**src/rtl/pc_sequencer.sv**
```systemverilog
// Program-counter owner: fetches, decodes control fields and drives
// next_address from registered state, then loads incr_pc back into pc.
// Ports: clk, rst_n (sync active-low); imem_req/instr_valid/instr fetch;
// flag_we/zero_in/carry_in/msb_in flags; incr_pc from next_address;
// pc, flags, branch_label, brtype, jmp_label, jmp_ra, counter_selector,
// halted outputs.
module pc_sequencer #(
  parameter logic [31:0] RESET_PC = 32'd0,
  parameter int unsigned NA_WAIT  = 2
) (
  input  logic        clk,
  input  logic        rst_n,
  output logic        imem_req,
  input  logic        instr_valid,
  input  logic [31:0] instr,
  input  logic        flag_we,
  input  logic        zero_in,
  input  logic        carry_in,
  input  logic        msb_in,
  input  logic [31:0] incr_pc,
  output logic [31:0] pc,
  output logic        zero_flag,
  output logic        carry_flag,
  output logic        msb,
  output logic [15:0] branch_label,
  output logic [2:0]  brtype,
  output logic [25:0] jmp_label,
  output logic [31:0] jmp_ra,
  output logic [1:0]  counter_selector,
  output logic        halted
);

  typedef enum logic [1:0] {
    S_FETCH,
    S_EXEC,
    S_HALT
  } state_e;

  localparam logic [3:0] LAST = 4'(NA_WAIT - 1);

  state_e      state_q;
  logic [3:0]  cnt_q;
  logic [31:0] pc_q;
  logic [31:0] jmp_ra_q;
  logic        imem_req_q;
  logic        halted_q;
  logic        call_q;
  logic [2:0]  flags_q;
  logic [2:0]  pend_q;
  logic        pend_v_q;
  logic [15:0] br_lbl_q;
  logic [25:0] jmp_lbl_q;
  logic [2:0]  brtype_q;
  logic [1:0]  cs_q;

  logic [2:0]  op;
  logic [1:0]  cs_d;
  logic [2:0]  brtype_d;
  logic        call_d;
  logic        halt_d;
  logic        accept;
  logic        last;
  logic        flag_hold;

  assign op        = instr[31:29];
  assign accept    = (state_q == S_FETCH) && imem_req_q && instr_valid;
  assign last      = (state_q == S_EXEC) && (cnt_q == LAST);
  // Flags must stay stable while next_address is computing.
  assign flag_hold = (state_q == S_EXEC) && !last;

  always_comb begin
    cs_d     = 2'd0;
    brtype_d = 3'd0;
    call_d   = 1'b0;
    halt_d   = 1'b0;
    unique case (1'b1)
      !op[2]: ;
      op == 3'b100: brtype_d = instr[28:26];
      op == 3'b101: cs_d = 2'd1;
      op == 3'b110: begin
        cs_d   = 2'd1;
        call_d = 1'b1;
      end
      op == 3'b111 && !instr[28]: cs_d = 2'd2;
      op == 3'b111 && instr[28]: halt_d = 1'b1;
    endcase
  end

  always_ff @(posedge clk) begin
    if (!rst_n) begin
      state_q    <= S_FETCH;
      cnt_q      <= 4'd0;
      pc_q       <= RESET_PC;
      jmp_ra_q   <= 32'd0;
      imem_req_q <= 1'b0;
      halted_q   <= 1'b0;
      call_q     <= 1'b0;
      flags_q    <= 3'd0;
      pend_q     <= 3'd0;
      pend_v_q   <= 1'b0;
      br_lbl_q   <= 16'd0;
      jmp_lbl_q  <= 26'd0;
      brtype_q   <= 3'd0;
      cs_q       <= 2'd0;
    end else begin
      if (flag_hold) begin
        if (flag_we) begin
          pend_q   <= {zero_in, carry_in, msb_in};
          pend_v_q <= 1'b1;
        end
      end else begin
        // A fresh write on the update edge supersedes a held one.
        if (flag_we)
          flags_q <= {zero_in, carry_in, msb_in};
        else if (pend_v_q)
          flags_q <= pend_q;
        pend_v_q <= 1'b0;
      end

      case (state_q)
        S_FETCH: begin
          imem_req_q <= !accept;
          if (accept) begin
            br_lbl_q  <= instr[15:0];
            jmp_lbl_q <= instr[25:0];
            brtype_q  <= brtype_d;
            cs_q      <= cs_d;
            call_q    <= call_d;
            cnt_q     <= 4'd0;
            halted_q  <= halt_d;
            state_q   <= halt_d ? S_HALT : S_EXEC;
          end
        end
        S_EXEC: begin
          imem_req_q <= 1'b0;
          cnt_q      <= cnt_q + 4'd1;
          if (last) begin
            pc_q    <= incr_pc;
            if (call_q)
              jmp_ra_q <= pc_q + 32'd1;
            call_q  <= 1'b0;
            state_q <= S_FETCH;
          end
        end
        S_HALT: begin
          imem_req_q <= 1'b0;
          halted_q   <= 1'b1;
        end
        default: state_q <= S_FETCH;
      endcase
    end
  end

  assign imem_req         = imem_req_q;
  assign pc               = pc_q;
  assign zero_flag        = flags_q[2];
  assign carry_flag       = flags_q[1];
  assign msb              = flags_q[0];
  assign branch_label     = br_lbl_q;
  assign brtype           = brtype_q;
  assign jmp_label        = jmp_lbl_q;
  assign jmp_ra           = jmp_ra_q;
  assign counter_selector = cs_q;
  assign halted           = halted_q;

endmodule
```
**config.mk**
```make
export PLATFORM = sky130hd
export DESIGN_NAME = pc_sequencer
export DESIGN_NICKNAME = d
export VERILOG_FILES = /design/src/rtl/pc_sequencer.sv
export SDC_FILE = /design/constraint.sdc
export NUM_CORES = 1
export LEC_CHECK = 0
export CAP_MARGIN = 20
export CORE_MARGIN = 2
export CORE_UTILIZATION = 48
export CTS_CLUSTER_SIZE = 10
export DETAILED_ROUTE_END_ITERATION = 8
export PLACE_DENSITY_LB_ADDON = 0.08
export SLEW_MARGIN = 30
export SYNTH_ARGS = -nofsm -noshare
export SYNTH_HDL_FRONTEND = slang
export SYNTH_SLANG_ARGS = --single-unit
```
**constraint.sdc**
```tcl
create_clock -name clk -period 6.7 [get_ports clk]
set_input_delay 1.34 -clock clk [delete_from_list [all_inputs] [get_ports clk]]
set_output_delay 1.34 -clock clk [all_outputs]
set_load 0.05 [all_outputs]
```
# --- After elaboration in Yosys (flattened, before gate mapping) ---
# Cells that the tools add are included.
totals:
  in_bits: 71
  register_bits: 127
  out_inout_bits: 116
classes:
  n_eq_ne: 9
  muxes: 18
  reduce_logical: 26
  bitwise_logic: 2
  n_addsub: 2
ops:
  columns: ["cell", "n"]
  rows:
  - ["32-bit by 1-bit adder with 32-bit output, second input constant", 1]
  - ["2-bit AND reduction", 7]
  - ["3-bit equality test, second input constant", 4]
  - ["3-bit 2-to-1 mux", 3]
  - ["3-bit AND reduction", 3]
  - ["4-bit case mux with 2 select lines", 1]
  - ["2-bit nonzero test", 4]
  - ["1-bit logical AND", 6]
  - ["2-bit 2-to-1 mux", 3]
  - ["1-bit case mux with 2 select lines", 3]
  - ["2-bit case mux with 3 select lines", 1]
  - ["1-bit 2-to-1 mux", 5]
  - ["4-bit by 1-bit adder with 4-bit output, second input constant", 1]
  - ["4-bit by 1-bit equality test with 1-bit output, second input constant", 1]
  - ["4-bit 2-to-1 mux", 1]
  - ["2-bit inequality test, second input constant", 2]
  - ["2-bit case mux with 2 select lines", 1]
  - ["2-bit OR reduction", 2]
  - ["1-bit logical NOT", 3]
  - ["2-bit by 1-bit equality test with 1-bit output, second input constant", 1]
  - ["2-bit equality test, second input constant", 1]
  - ["2-bit logical NOT", 1]
  - ["1-bit NOT", 2]

# --- Depth between registers and ports, before layout ---
depth:
  ltp_word: 6
  depth_mapped: 9

# --- Least setup slack after synthesis ---
# No wires, ideal clock.
synth_timing:
  path_type: "register to register"
  from: "register pc_q[0] (netlist: pc[0])"
  to: "register jmp_ra_q[18] (netlist: jmp_ra[18])"
  stages_incl_launch_ff: 7
  arrival_ns: 2.490
  setup_slack_ns: 4.119
  n_path_buf: 1
  required_ns: 6.609
  cell_sequence: "dfxtp_1 > ha_1 > nand4_4 > or4_1 > buf_2 > or4_1 > a311oi_1"
synth_via:
  elab_chain_len: 1
synth_rtl:
  columns: ["item", "line_no", "source"]
  rows:
  - ["from (decl)", "43", "logic [31:0] pc_q;"]
  - ["from (signal assigned)", "138", "pc_q <= incr_pc;"]
  - ["32-bit by 1-bit adder with 32-bit output", "140", "jmp_ra_q <= pc_q + 32'd1;"]
  - ["to (signal assigned)", "140", null]
  - ["to (decl)", "44", "logic [31:0] jmp_ra_q;"]
# Every way passes these cells.
# A chain may end at the register's enable or synchronous reset.

# --- Worst setup path after layout ---
layout_timing:
  from: "input rst_n"
  to: "register jmp_ra_q[2] (netlist: jmp_ra[2])"
layout_rtl:
  columns: ["item", "line_no", "source"]
  rows:
  - ["from (decl)", "12", "input logic rst_n,"]
# No word-level cell between the ends.

==> results.md <==
* Hold_buf cts at 0
* Largest net degree at the start of global routing at 70
* Power Dens Cells at 184.5 nW/um^2
* Sequential share of the synthesized area at 0.4512
* TritonRoute pass-1 iters at 6
* Hpwl dp at 9.741 mm
* WHS at 0.4564 ns
* GRT met3 Usage at 0.04886
* Via count at 4932
* Longest Clk Path Bufs at 2
* Per-cell routed wire length at 15.26 microns
* H-tree levels at 3
* Worst-Margin Slew at 0.9432 ns
* Setup TNS at 0 ns
* Synth top area cells: dfxtp_1 45%, nand2_1 10%, a21oi_1 7.5%
* CTS tree: done
* Initial antenna violation count at 0
* Clk sinks at ~110
* # fillers at 815
* Synth top cells by count: 133 x nand2_1, 111 x dfxtp_1, 74 x a21oi_1, 33 x nor2_1, 31 x clkbuf_1
* Placer Congestion at 0.8372
* F_max at between 300 and 400 MHz
* CTS root buf: clkbuf_8
* Leakage at 2.224 nW
* Startpoint types: input pin
* Grt total ovfl at 0
* Fin. max-slew vios at 0
* Avg Cell Area, Syn at slightly below 8 sq um
* Final hold violation count at 0
* Final WS setup at 3.409 ns
* Type of the worst min-delay path: flop to flop
* Initial Util at 0.4992
* Die height at 105.3 microns
* # placed instances at 886
* First-pass GRT wire length at 21.85 mm
* Overall Power at 1.275 mW
* Maximum vdd ir drop at 98.02 uV
* Max FO, Critical Path at 69
* Routing usage on met2 at 0.4009
* Gr usage total at 0.2379
* Gr busiest metal: met2
* Crit share post-route at 0.4911
* DRC viols at 0
* CP Class: input pin to flop
* Resized cells post-CTS at 0
* Clock skew at 0.008808 ns
* Num rows at 36
* DIE AREA at 11090 sq um
* IO Pins at roughly 190
* Area Growth Syn to Fin at 40.35%
* Post-synth top area cell: dfxtp_1
* EDFF count, synth at 0
* Total CTS buffers at 9
* Die Width at 105.3 microns
* CTS clk-pin slew, worst paths at around 0.10 ns
* Crit. End Element: flop
* DRT Wirelength at ~14 mm
* Non-Filler Instances at 902
* Main synth FF type: dfxtp_1
* Most numerous cell in the Yosys netlist: nand2_1
* Post-CTS setup buffer count at 0
* Post-Syn Area at 4925 sq um
* Top cell type's share of synthesized area at 0.4512
* WP data required at 6.90 ns
* Post-synth cell types at 50
* Number of DRC markers in iteration 0 at 247
* Status: completed
* Post-route minimum period at 3.291 ns
* Ys async rst share at 0
* RSZ-0062 raised after global routing: false
* Worst EP arrival at 3.49 ns
* Core ar. at 9864 sq um
* Slew margin rel. at 0.3712
* Layout cell share with drive strength beyond 1 at 0.04031
* Yosys reg bits at about 110
* Yosys warns at 0
* Vias in the first global route at 4609
* Synth Net Count at 699
* Pre-CTS setup slack at 3.052 ns
* Synthesized instance count at 621
* Via density per instance at 5.468
* Clk Latency, worst-skew pair at 0.37 ns
* Number of routed nets with antenna violations at 0
* Met1 Use GR at 0.3053
* Antenna fix cells at 0
* Count of final setup violators at 0
* Port bufs at 186
* Final Net Count at 842
* MaxCap Viol Count at 0
==> sequential cells by signal, indices dropped and copies added, names as in the netlist, 2 cells and up <==
name,cells
counter_selector,2
pend_q,3
flags_q,3
branch_label,15
state_q,2
jmp_ra,32
brtype,3
pc,32
cnt_q,4
jmp_label,11
==> kinds of logic (layout without fill, tap and decap cells) <==
logic type,after synthesis,in the layout,share of synthesized area
fa+ha+maj,7,7,0.01778
mux,6,6,0.01220
compound gates,145,145,0.1715
flops,111,111,0.4512
simple gates,266,266,0.2556
buf+inv,73,221,0.06860
xor+xnor,13,13,0.02312
==> critical path, stage by stage <==
cell and delay, ns:
clkdlybuf4s50_1 0.80, inv_2 0.55, buf_4 0.65, a211oi_1 0.12
==> layer usage <==
layer | wire (microns) | share of wire
met5 | 0 | 0
met4 | 184 | 0.013
met3 | 954 | 0.069
met2 | 6638 | 0.48
met1 | 5990 | 0.44
==> per-stage QoR <==
stage / instance area (sq um) / util
2_1_floorplan: 4925 / -
3_3_place_gp: 6714 / 0.6806
3_5_place_dp: 6720 / 0.6813
4_1_cts: 6912 / 0.7007
5_1_grt: 6912 / 0.7007
6_report: 6912 / 0.7007
==> path summary, 6_finish.rpt <==
path	start	slack [ns]	cells past startpoint	end
max	rst_n	3.41	4	jmp_ra[2]$_SDFFE_PN0P_
max reg2reg	state_q[1]$_SDFFE_PN0P_	3.70	7	jmp_ra[2]$_SDFFE_PN0P_
min reg2reg	counter_selector[0]$_SDFFE_PN0P_	0.46	2	counter_selector[0]$_SDFFE_PN0P_
min	counter_selector[0]$_SDFFE_PN0P_	0.46	2	counter_selector[0]$_SDFFE_PN0P_
==> report_power, final <==
part | leakage, nW | switching [mW] | total, mW | internal (mW)
clock network | 0.100 | 0.227 | 0.387 | 0.159
registers | 0.898 | 0.0115 | 0.686 | 0.674
logic | 1.23 | 0.121 | 0.203 | 0.0826
total | 2.22 | 0.359 | 1.28 | 0.916
==> cell usage in the layout (no fill, tap or decap), drive strengths merged, types with 10 or more instances in the layout <==
cell type      instances
a31oi                 10
nand3                 27
clkbuf                11
nor2                  33
dfxtp                111
nand2                133
or4                   10
clkdlybuf4s50        186
a211oi                16
o21ai                 24
xnor2                 10
inv                   18
nor3                  16
a21oi                 74
==> cell type report <==
cell class	instances	area, sq um	area share
Inverter	16	60.06	0.008689
Multi-Input combinational cell	437	2387	0.3454
Sequential cell	111	2222	0.3215
Tap cell	133	166.4	0.02408
Clock buffer	11	151.4	0.02190
Clock inverter	5	40.04	0.005793
Timing Repair Buffer	189	1884	0.2726
(Power assumes the default switching activity.)
